==> src/rtl/router_reg_buf.sv <==
// Per-packet register stage of the 1x3 router: header decode, parity/length check and a hold buffer.
// Optional error-packet counter is enabled by defining ROUTER_REG_ERRCNT_EN.
module router_reg_buf #(
    parameter int DW         = 8,
    parameter int ADDR_W     = 2,
    parameter int LEN_W      = 6,
    parameter int HOLD_DEPTH = 4
) (
    input  logic              clk,
    input  logic              resetn,
    input  logic              packet_valid,
    input  logic [DW-1:0]     data_in,
    output logic              busy,
    input  logic              fifo_full,
    output logic [DW-1:0]     dout,
    output logic              dout_valid,
    output logic [ADDR_W-1:0] dest_addr,
    output logic              low_packet_valid,
    output logic              parity_done,
    output logic              err,
    output logic              len_err,
    output logic [15:0]       err_cnt
);

    localparam int PTR_W = (HOLD_DEPTH > 1) ? $clog2(HOLD_DEPTH) : 1;
    localparam int CNT_W = $clog2(HOLD_DEPTH + 1);
    localparam logic [PTR_W-1:0] LAST_PTR = PTR_W'(HOLD_DEPTH - 1);
    localparam logic [CNT_W-1:0] FULL_CNT = CNT_W'(HOLD_DEPTH);
    localparam logic [LEN_W-1:0] LEN_MAX  = '1;

    typedef enum logic [1:0] {
        S_IDLE,
        S_LOAD,
        S_CHECK
    } state_t;

    // Explicit wrap so non-power-of-two depths work.
    function automatic logic [PTR_W-1:0] ptr_inc(input logic [PTR_W-1:0] p);
        return (p == LAST_PTR) ? '0 : p + 1'b1;
    endfunction

    // Returns {overflow, next_count}; the count sticks at its maximum.
    function automatic logic [LEN_W:0] len_sat_inc(input logic [LEN_W-1:0] c);
        return (c == LEN_MAX) ? {1'b1, c} : {1'b0, c + 1'b1};
    endfunction

    state_t            state_q, state_d;
    logic [ADDR_W-1:0] dest_addr_q, dest_addr_d;
    logic [LEN_W-1:0]  exp_len_q, exp_len_d;
    logic [LEN_W-1:0]  pay_cnt_q, pay_cnt_d;
    logic              ovf_q, ovf_d;
    logic [DW-1:0]     parity_q, parity_d;
    logic [DW-1:0]     pkt_parity_q, pkt_parity_d;
    logic              err_q, err_d;
    logic              len_err_q, len_err_d;
    logic              done_q, done_d;
    logic              lpv_q, lpv_d;

    logic [DW-1:0]     mem_q [HOLD_DEPTH];
    logic [PTR_W-1:0]  wr_ptr_q, wr_ptr_d;
    logic [PTR_W-1:0]  rd_ptr_q, rd_ptr_d;
    logic [CNT_W-1:0]  count_q, count_d;

    logic              accept;
    logic              pop;
    logic [LEN_W:0]    len_inc;

    assign busy       = (count_q == FULL_CNT) || (state_q == S_CHECK);
    assign accept     = !busy && ((state_q != S_IDLE) || packet_valid);
    assign dout_valid = (count_q != '0);
    assign pop        = dout_valid && !fifo_full;
    assign dout       = mem_q[rd_ptr_q];
    assign len_inc    = len_sat_inc(pay_cnt_q);

    assign dest_addr        = dest_addr_q;
    assign low_packet_valid = lpv_q;
    assign parity_done      = done_q;
    assign err              = err_q;
    assign len_err          = len_err_q;

    always_comb begin
        state_d      = state_q;
        dest_addr_d  = dest_addr_q;
        exp_len_d    = exp_len_q;
        pay_cnt_d    = pay_cnt_q;
        ovf_d        = ovf_q;
        parity_d     = parity_q;
        pkt_parity_d = pkt_parity_q;
        err_d        = err_q;
        len_err_d    = len_err_q;
        done_d       = done_q;
        lpv_d        = 1'b0;
        unique case (state_q)
            S_IDLE: begin
                if (accept) begin
                    dest_addr_d = data_in[ADDR_W-1:0];
                    exp_len_d   = data_in[ADDR_W +: LEN_W];
                    parity_d    = data_in;
                    pay_cnt_d   = '0;
                    ovf_d       = 1'b0;
                    err_d       = 1'b0;
                    len_err_d   = 1'b0;
                    done_d      = 1'b0;
                    state_d     = S_LOAD;
                end
            end
            S_LOAD: begin
                if (accept) begin
                    if (packet_valid) begin
                        parity_d  = parity_q ^ data_in;
                        pay_cnt_d = len_inc[LEN_W-1:0];
                        ovf_d     = ovf_q | len_inc[LEN_W];
                    end else begin
                        // Parity byte: stored for comparison, never folded into the running XOR.
                        pkt_parity_d = data_in;
                        lpv_d        = 1'b1;
                        state_d      = S_CHECK;
                    end
                end
            end
            S_CHECK: begin
                err_d     = (parity_q != pkt_parity_q);
                len_err_d = ovf_q || (pay_cnt_q != exp_len_q);
                done_d    = 1'b1;
                state_d   = S_IDLE;
            end
            default: state_d = S_IDLE;
        endcase
    end

    always_comb begin
        wr_ptr_d = accept ? ptr_inc(wr_ptr_q) : wr_ptr_q;
        rd_ptr_d = pop ? ptr_inc(rd_ptr_q) : rd_ptr_q;
        count_d  = count_q;
        if (accept && !pop) begin
            count_d = count_q + 1'b1;
        end else if (!accept && pop) begin
            count_d = count_q - 1'b1;
        end
    end

    always_ff @(posedge clk) begin
        if (!resetn) begin
            state_q      <= S_IDLE;
            dest_addr_q  <= '0;
            exp_len_q    <= '0;
            pay_cnt_q    <= '0;
            ovf_q        <= 1'b0;
            parity_q     <= '0;
            pkt_parity_q <= '0;
            err_q        <= 1'b0;
            len_err_q    <= 1'b0;
            done_q       <= 1'b0;
            lpv_q        <= 1'b0;
            wr_ptr_q     <= '0;
            rd_ptr_q     <= '0;
            count_q      <= '0;
        end else begin
            state_q      <= state_d;
            dest_addr_q  <= dest_addr_d;
            exp_len_q    <= exp_len_d;
            pay_cnt_q    <= pay_cnt_d;
            ovf_q        <= ovf_d;
            parity_q     <= parity_d;
            pkt_parity_q <= pkt_parity_d;
            err_q        <= err_d;
            len_err_q    <= len_err_d;
            done_q       <= done_d;
            lpv_q        <= lpv_d;
            wr_ptr_q     <= wr_ptr_d;
            rd_ptr_q     <= rd_ptr_d;
            count_q      <= count_d;
        end
    end

    // Storage needs no reset: contents are only visible while count is non-zero.
    always_ff @(posedge clk) begin
        if (accept) begin
            mem_q[wr_ptr_q] <= data_in;
        end
    end

`ifdef ROUTER_REG_ERRCNT_EN
    function automatic logic [15:0] err_cnt_sat_inc(input logic [15:0] c);
        return (c == 16'hFFFF) ? c : c + 16'd1;
    endfunction

    logic        chk_done_q;
    logic [15:0] err_cnt_q;

    // Flags settle on the CHECK edge, so the counter samples them one edge later.
    always_ff @(posedge clk) begin
        if (!resetn) begin
            chk_done_q <= 1'b0;
            err_cnt_q  <= '0;
        end else begin
            chk_done_q <= (state_q == S_CHECK);
            if (chk_done_q && (err_q || len_err_q)) begin
                err_cnt_q <= err_cnt_sat_inc(err_cnt_q);
            end
        end
    end

    assign err_cnt = err_cnt_q;
`else
    assign err_cnt = '0;
`endif

endmodule

==> config.mk <==
export PLATFORM = sky130hd
export DESIGN_NAME = router_reg_buf
export DESIGN_NICKNAME = d
export VERILOG_FILES = /design/src/rtl/router_reg_buf.sv
export SDC_FILE = /design/constraint.sdc
export NUM_CORES = 1
export LEC_CHECK = 0
export BUFFER_PORTS_ARGS = -buffer_cell sky130_fd_sc_hd__buf_2
export CAP_MARGIN = 20
export CORE_UTILIZATION = 60
export DETAILED_ROUTE_END_ITERATION = 10
export PLACE_DENSITY = 0.82
export SETUP_SLACK_MARGIN = 0.3
export SLEW_MARGIN = 30
export SYNTH_ARGS = -nofsm -noshare
export SYNTH_HDL_FRONTEND = slang
export SYNTH_SLANG_ARGS = --single-unit
==> constraint.sdc <==
create_clock -name clk -period 4.35 [get_ports clk]
set_input_delay 0.2175 -clock clk [delete_from_list [all_inputs] [get_ports clk]]
set_output_delay 0.2175 -clock clk [all_outputs]
set_load 0.01 [all_outputs]
* Yosys cells after proc, flatten, opt, wreduce, memory -nomap -nowiden
Memories as Yosys holds them, arrays and structs flattened. A register that Yosys moved wholly into a read port is not among the register bits.
Cells that the tools add are included.
** Word-level totals
- Bits in registers :: 44
- Memory bits (writable) :: 32
- Logic and storage cells :: 89
- Memories :: 1
** Cells by class
- $add $sub $neg :: 5
- Equality and inequality tests :: 13
- Muxes and demuxes :: 29
- Bitwise logic cells :: 3
- Reduce and logical (&&, ||, !) cells :: 24
** Memory list
- mem_q :: words 4, width 8, rd ports 1, clocked after Yosys merged registers in 1, wr ports 1, line 59 : logic [DW-1:0] mem_q [HOLD_DEPTH];
** Operators with widths (number)
- 2-to-1 mux 8 bit :: 3
- 2-to-1 mux 6 bit :: 3
- case mux 8 bit (2 select lines) :: 1
- 2-to-1 mux 2 bit :: 7
- case mux 6 bit (2 select lines) :: 1
- != test 2 bit (second input constant) :: 5
- AND reduction 3 bit :: 3
- != test 8 bit :: 1
- case mux 1 bit (2 select lines) :: 4
- nonzero test 2 bit :: 4
- bitwise XOR 8 bit :: 1
- 2-to-1 mux 7 bit :: 1
- adder 6 x 1 -> 6 bit (second input constant) :: 1
- == test 2 bit (second input constant) :: 3
- == test 6 bit (second input constant) :: 1
- 2-to-1 mux 1 bit :: 6
- 2-to-1 mux 3 bit :: 2
- != test 6 bit :: 1
- AND reduction 5 bit :: 1
- adder 2 x 1 -> 2 bit (second input constant) :: 2
- logical AND 1 bit :: 4
- logical NOT 1 bit :: 4
- case mux 2 bit (2 select lines) :: 1
- AND reduction 2 bit :: 2
- 10 further kinds :: 12

* Longest topological paths before layout
Gate-level depths: netlist of the first run.
- Depth in word-level cells :: 8
- Gate-level depth with buffers :: 10
- Depth with buffers taken out :: 9

* Least setup slack after synthesis of the first run
OpenSTA, ideal clock, no wires.
- Path type :: register to register
- Start point :: register count_q[0]
- End point :: register count_q[2]
- Library setup time :: 0.076 ns
- Arrival time :: 2.191 ns
- Slack :: 2.083 ns
- Stages on the path, launching flop included :: 10
- Buffers on the path :: 0
- Cells stage by stage :: dfxtp_1 -> or3_1 -> nor2b_1 -> inv_1 -> ha_1 -> inv_1 -> fa_1 -> xor2_1 -> or3_1 -> a21boi_0
** On the way
- Elaborated cells on any way between the ends :: 15
** RTL lines
- start, declared :: line 62 : logic [CNT_W-1:0] count_q, count_d;
- start signal, assigned :: line 172 : count_q <= count_d;
- nonzero test 3 bit * :: line 70 : assign dout_valid = (count_q != '0);
- via dout_valid :: line 16 : output logic dout_valid,
- logical AND 1 bit * :: line 71 : assign pop = dout_valid && !fifo_full;
- logical NOT 1 bit :: line 135 : if (accept && !pop) begin
- logical AND 1 bit :: line 135
- 2-to-1 mux 3 bit / nonzero test 2 bit (equally long branches)
Mark *: on every way through the listed nets, which the timed path passes. The rest lies on a longest branch. The select of a mux whose other input is x is not followed.
A chain may end at the register's enable or synchronous reset.

* Worst setup path after layout of the first run
- Start point :: register state_q[0]
- End point :: register count_q[2]
** On the way
- Word-level cells in the longest chain between the ends :: 7
- Elaborated cells on any way between the ends :: 11
** Ends and longest elaborated chain
- start, declared :: line 47 : state_t state_q, state_d;
- start signal, assigned :: line 159 : state_q <= state_d;
- == test 2 bit :: line 68 : assign busy = (count_q == FULL_CNT) || (state_q == S_CHECK);
- logical OR 1 bit :: line 68
- logical NOT 1 bit :: line 69 : assign accept = !busy && ((state_q != S_IDLE) || packet_valid);
- logical AND 1 bit * :: line 69
- via accept :: line 64 : logic accept;
- logical NOT 1 bit :: line 137 : end else if (!accept && pop) begin
- logical AND 1 bit :: line 137
- nonzero test 2 bit (no source line)
Mark *: on every way through the listed nets, which the timed path passes. The rest lies on a longest branch.

==> impl_results.md, run 1 <==
* Max_slew headroom at 36.7%
* Final hold slack at 135 ps
* Fin crit period at between 2000 and 2500 ps
* Num rows at 27
* Setup crit start kind: flip-flop
* Most frequent cells in the layout: dfxtp_1 (46), edfxtp_1 (32), buf_2 (27)
* Arrival @ worst endpoint at 2670 ps
* Overflow left after global routing at 0
* Worst IR Drop VDD at 0.260 mV
* Post-synthesis sequential area ratio at 52.8%
* Overall Global Routing Usage at 23.4%
* Largest net degree at the start of global routing at 47
* First-pass GRT wire length at 10900 µm
* Antenna violations before repair at 0
* Final Max Tran Viols at 0
* Critical R2R Launch: state_q[0]$_SDFFE_PN0P_
* Final #Nets at 351
* Syn avg cell area at 11.6 µm²
* Via count of the first global-routing pass at 2190
* Async S/R FF share, synth at 0%
* Skew final at 6.69 ps
* CTS Hold Bufs at 0
* DR iter-0 viols at approximately 120
* Endpoint type of the worst setup path: flip-flop
* Syn-to-layout area delta at 7.31%
* Die height at 79.1 µm
* Setup CP Type: flip-flop to flip-flop
* CTS Buf Count at 9
* Worst Tran Pin Value at between 900 and 1000 ps
* Clock tree buffer depth at 2
* Core area at 5610 µm²
* Yosys reg bits at 78
* CTS tree: yes
* Sinks on Clock Net at 78
* Worst Setup SP: state_q[0]$_SDFFE_PN0P_
* Max Fclk at 417 MHz
* # DRC at 0
* DRT antenna net count at 0
* Ys flop type: dfxtp_1
* Mapped Cells at 308
* Ys Warns at 0
* Number of synthesized flops with an enable pin at 32
* Grt met1 use at 29.8%
* Final Setup Violations at 0
* Ant. Diodes at 0
* # IOs at 44
* Final RePlAce weighted congestion at just over 0.8
* CP required at 4620 ps
* Die area at 6250 µm²
* DR pass1 iterations at 4
* Worst hold start: packet_valid
* Commonest non-fill, non-tap cell in the layout: dfxtp_1
* Resize count post-CTS at 0
* TNS Setup at 0 ps
* Worst-skew pair later-pin latency at between 300 and 400 ps
* Dpl cells at 392
* GR Util met3 at 4.60%
* Final Hold Fails at 0
* Worst hold-check path type: input port to flip-flop
* Period utilization at between 50% and 60%
* Starting Density at a little under two thirds
* Busiest grt layer: met2
* Total number of vias at 2277
* Share of layout cells above drive strength 1 at between 10% and 20%
* Per-cell routed wire length at 16.3 µm
* Worst-path clk slew at 70 ps
* Critical Path Fanout Max at 16
* Netlist Area Pre-Place at 3560 µm²
* Vias per cell at 5.58
* Post-CTS Repair Setup Buffers at 0
* H-tree depth at 3
* Status: completed
* Final non-filler cell total at 408
* RSZ-0062 raised after global routing: no
* GR Layer Usage met2 at between 30% and 40%
* DP HPWL at 4600 µm
* Port Buffer Count at 27
* Drt total wl at between 6000 and 7000 µm
* Root Buffer Master: clkbuf_8
* Leakage Power at 1.46 nW
* Max_cap viols at 0
* Unique cell type count in the Yosys netlist at 45
* Cell area power density at 497 nW/µm²
* Die width at just under 80 µm
-- registers in the layout, summed over array words and instances, names as in the netlist, named ones only --
signal            cells
mem_q                32
parity_q              8
pkt_parity_q          8
exp_len_q             6
pay_cnt_q             6
count_q               3
dest_addr             2
rd_ptr_q              2
state_q               2
wr_ptr_q              2
err                   1
len_err               1
low_packet_valid      1
ovf_q                 1
parity_done           1
-- area by class of cell --
type | instances | area, µm²
Tap cell | 72 | 90.1
Fill cell | 424 | 1790
Clock inverter | 5 | 36.3
Timing Repair Buffer | 27 | 135
Clock buffer | 11 | 131
Inverter | 5 | 18.8
Multi-Input combinational cell | 210 | 1530
Sequential cell | 78 | 1880
-- kinds of logic (layout without fill, tap and decap cells) --
family	count (synthesis)	count (layout)	share of synthesized area (%)
AOI/OAI and AO/OA	55	55	10.3
xor gates and xnor gates	16	16	3.93
adders and majority gates	8	8	3.02
buffers and inverters	35	48	5.83
DFF	78	78	52.8
muxes	26	26	10.1
other	1	16	0.105
and+or+nand+nor	89	89	13.8
-- metrics by stage --
| step | total power, mW | instance area [µm²] | utilization (%) | setup slack, ps |
|---|---|---|---|---|
| 6_report | 1.90 | 3820 | 68.2 | 1950 |
| 5_1_grt | 2.00 | 3820 | 68.2 | 1750 |
| 4_1_cts | 1.91 | 3820 | 68.2 | 1980 |
| 3_5_place_dp | 1.45 | 3650 | 65.2 | 2000 |
| 3_3_place_gp | 1.42 | 3650 | 65.2 | 2090 |
| 2_1_floorplan | 1.32 | 3620 | - | 2080 |
-- synthesized netlist by cell type, drive strengths merged, types with 5 or more instances --
cell type  count  area share [%]
inv            5            0.53
nand2         21             2.3
clkbuf         7            0.74
nor2b         20             3.5
nor2          14             1.5
mux4           8             5.1
o21ai         17             2.5
edfxtp        32              27
o211ai        10             2.1
dfxtp         46              26
xor2           7             1.7
a21boi        16             3.4
and2           5            0.88
xnor2          9             2.2
buf           23             4.6
mux2i         18             5.1
ha             7             2.5
-- power breakdown --
group          leakage, nW  switching, mW  total (mW)  internal (mW)
clock network       0.0760          0.260       0.469          0.208
registers            0.670         0.0853       0.955          0.869
logic                0.714          0.255       0.477          0.222
-- metal layers --
metal	up-vias	routed length (µm)
met5	-	0
met4	0	78
met3	8	349
met2	73	3340
met1	1080	2870
li1	1116	-
-- critical path: stages (launching register included) --
cell and delay, ps:
dfxtp_1 650, o21ai_2 210, inv_1 160, ha_1 210
inv_1 60, fa_1 370, xor2_1 180, or3_1 310
a21boi_0 170
-- path summary, 6_finish.rpt --
| check | cells after the start | endpoint | slack, ps |
|---|---|---|---|
| max | 8 | count_q[2]$_SDFFE_PN0P_ | 1950 |
| min | 2 | low_packet_valid$_SDFF_PN0_ | 130 |
| max reg2reg | 8 | count_q[2]$_SDFFE_PN0P_ | 1950 |
| min reg2reg | 2 | err$_SDFFE_PN0P_ | 480 |
Power figures use the tool's default switching activity.
==> inputs of run 2 (changes only) <==
CORE_UTILIZATION = 52   (was 60)
PLACE_DENSITY = 0.75   (was 0.82)
clock period = 2.1 ns   (was 4.35 ns; I/O delays follow)
==> run 2 against run 1 <==
Against the previous run: the flow now finishes with violations (design-rule violations); critical path depth is 1 higher; sequential share of layout area is 2.5 points lower; cell area increased by 5.8%; fmax grew 17%; sequential power grew 110%; wire length decreased by 2.5%; clock skew rose by 4.8 ps; count of clock-buffer cells in the layout shrank 2; power grew 130%; sequential cell count is the same; highest routed layer unchanged.
==> impl_results.md, run 2 (synthesis gave the netlist of run 1 again) <==
* Failing checks: design-rule violations
* Final #Nets at 368
* Syn-to-layout area delta at 13.6%
* CTS Buf Count at 9
* Critical Path Fanout Max at 5
* Max_cap viols at 0
* Antenna violations before repair at 0
* Max FFs per register at 32
* Port Buffer Count at 27
* # DRC at 6
* Num rows at 29
* Overflow left after global routing at 0
* Core area at 6490 µm²
* DR iter-0 viols at 117
* Starting Density at 54.8%
* Status: finished with violations
* PnR worst setup slack at 45.7 ps
* Share of layout cells above drive strength 1 at 25.2%
* DP HPWL at 4380 µm
* RSZ-0062 raised after global routing: yes
* DR pass1 iterations at 8
* Worst IR Drop VDD at about 0.45 mV
* Skew final at 11.5 ps
* Most frequent cells in the layout: dfxtp_1 (42), edfxtp_1 (32), buf_2 (27)
* Root Buffer Master: clkbuf_8
* Drt total wl at 6470 µm
* Total number of vias at 2375
* Dpl cell area at approximately 3800 µm²
* Sinks on Clock Net at 78
* Fin area at between 4000 and 5000 µm²
* # IOs at 44
* Overall Global Routing Usage at 19.6%
* Biggest regs: mem_q x32, parity_q x8, pkt_parity_q x8
* Arrival @ worst endpoint at 2330 ps
* Clock tree buffer depth at 2
* Fin crit period at between 2000 and 2500 ps
* Die width at around 85 µm
* Worst Tran Pin Value at 558 ps
* CP required at between 2000 and 2500 ps
* Largest net degree at the start of global routing at 25
* Via count of the first global-routing pass at between 2000 and 2500
* Period utilization at 97.8%
* Max Fclk at slightly below 500 MHz
* Final Max Tran Viols at 0
* H-tree depth at 3
* Leakage Power at 1.57 nW
* Commonest non-fill, non-tap cell in the layout: dfxtp_1
* Final Setup Violations at 0
* Die area at 7190 µm²
* Die height at approximately 85 µm
* Worst hold-check path type: input port to flip-flop
* Per-cell routed wire length at 15.1 µm
* Cell area power density at 1060 nW/µm²
* Final Hold Fails at 0
* Max_slew headroom at 62.6%
* Setup CP Type: flip-flop to flip-flop
* Ant. Diodes at 0
* Worst-skew pair later-pin latency at 350 ps
* Most flop-heavy register: mem_q
* Worst-path clk slew at 80 ps
* CTS tree: yes
* Final RePlAce weighted congestion at 0.858
* First-pass GRT wire length at approximately 11000 µm
* Vias per cell at 5.52
* DRT antenna net count at 0
* Setup crit start kind: flip-flop
* Endpoint type of the worst setup path: flip-flop
* Pre-CTS WS at -27.6 ps
-- run 2: cell count changes in the layout (fill, tap and decap cells not counted), sizes merged --
cell and delta:
buf +16, bufinv +1, clkbuf -2, clkinv +2, clkinvlp -1, dlygate4sd3 +1
-- run 2: power by group --
group | total, mW | internal (mW) | switching (mW)
combinational | 1.20 | 0.612 | 0.590
clock | 1.12 | 0.550 | 0.571
sequential | 1.96 | 1.81 | 0.149
-- run 2: area by class of cell --
type / count / area [µm²]
Fill cell: 526 / 2450
Sequential cell: 78 / 1890
Multi-Input combinational cell: 210 / 1580
Timing Repair Buffer: 44 / 265
Clock buffer: 9 / 124
Tap cell: 77 / 96.3
Clock inverter: 7 / 72.6
Inverter: 5 / 18.8
-- run 2: stage by stage --
stage	hold slack, ps	utilization, %	instances	TNS [ps]	power [mW]
after global routing	48.4	62.3	430	-41.1	4.51
after detailed placement	370	57.8	404	-27.6	3.09
after CTS	26.3	61.9	428	0	4.28
after global placement	367	57.8	404	0	3.04
final	47.4	62.3	430	0	4.28
after floorplan	184	-	323	0	2.80
-- run 2: repair_timing --
action,CTS,global route
gates resized for setup,6,5
hold buffers,1,0
hold endpoints to repair,2,0
setup buffers,7,2
endpoints found under the setup margin,12,7
pin swaps,3,2
-- run 2: worst paths after layout --
check	startpoint	to	slack, ps	cells past startpoint
hold reg to reg	err$_SDFFE_PN0P_	err$_SDFFE_PN0P_	480	2
setup / recovery	count_q[2]$_SDFFE_PN0P_	count_q[2]$_SDFFE_PN0P_	50	9
hold / removal	data_in[5]	mem_q[3][5]$_DFFE_PP_	50	1
setup reg to reg	count_q[2]$_SDFFE_PN0P_	count_q[2]$_SDFFE_PN0P_	50	9
-- run 2: critical path, cell delays in order, from the launching register on --
cell and delay, ps:
dfxtp_2 340, or3_4 380, nor2b_4 140, inv_2 50, ha_4 130, inv_2 40
fa_2 330, xor2_1 150, or3_1 310, a21boi_1 120
-- run 2: routing by layer --
layer	global-route usage, %	wire length (µm)
met1	25.7	3110
met2	32.2	3090
met3	3.24	178
met4	8.78	99
met5	0	0
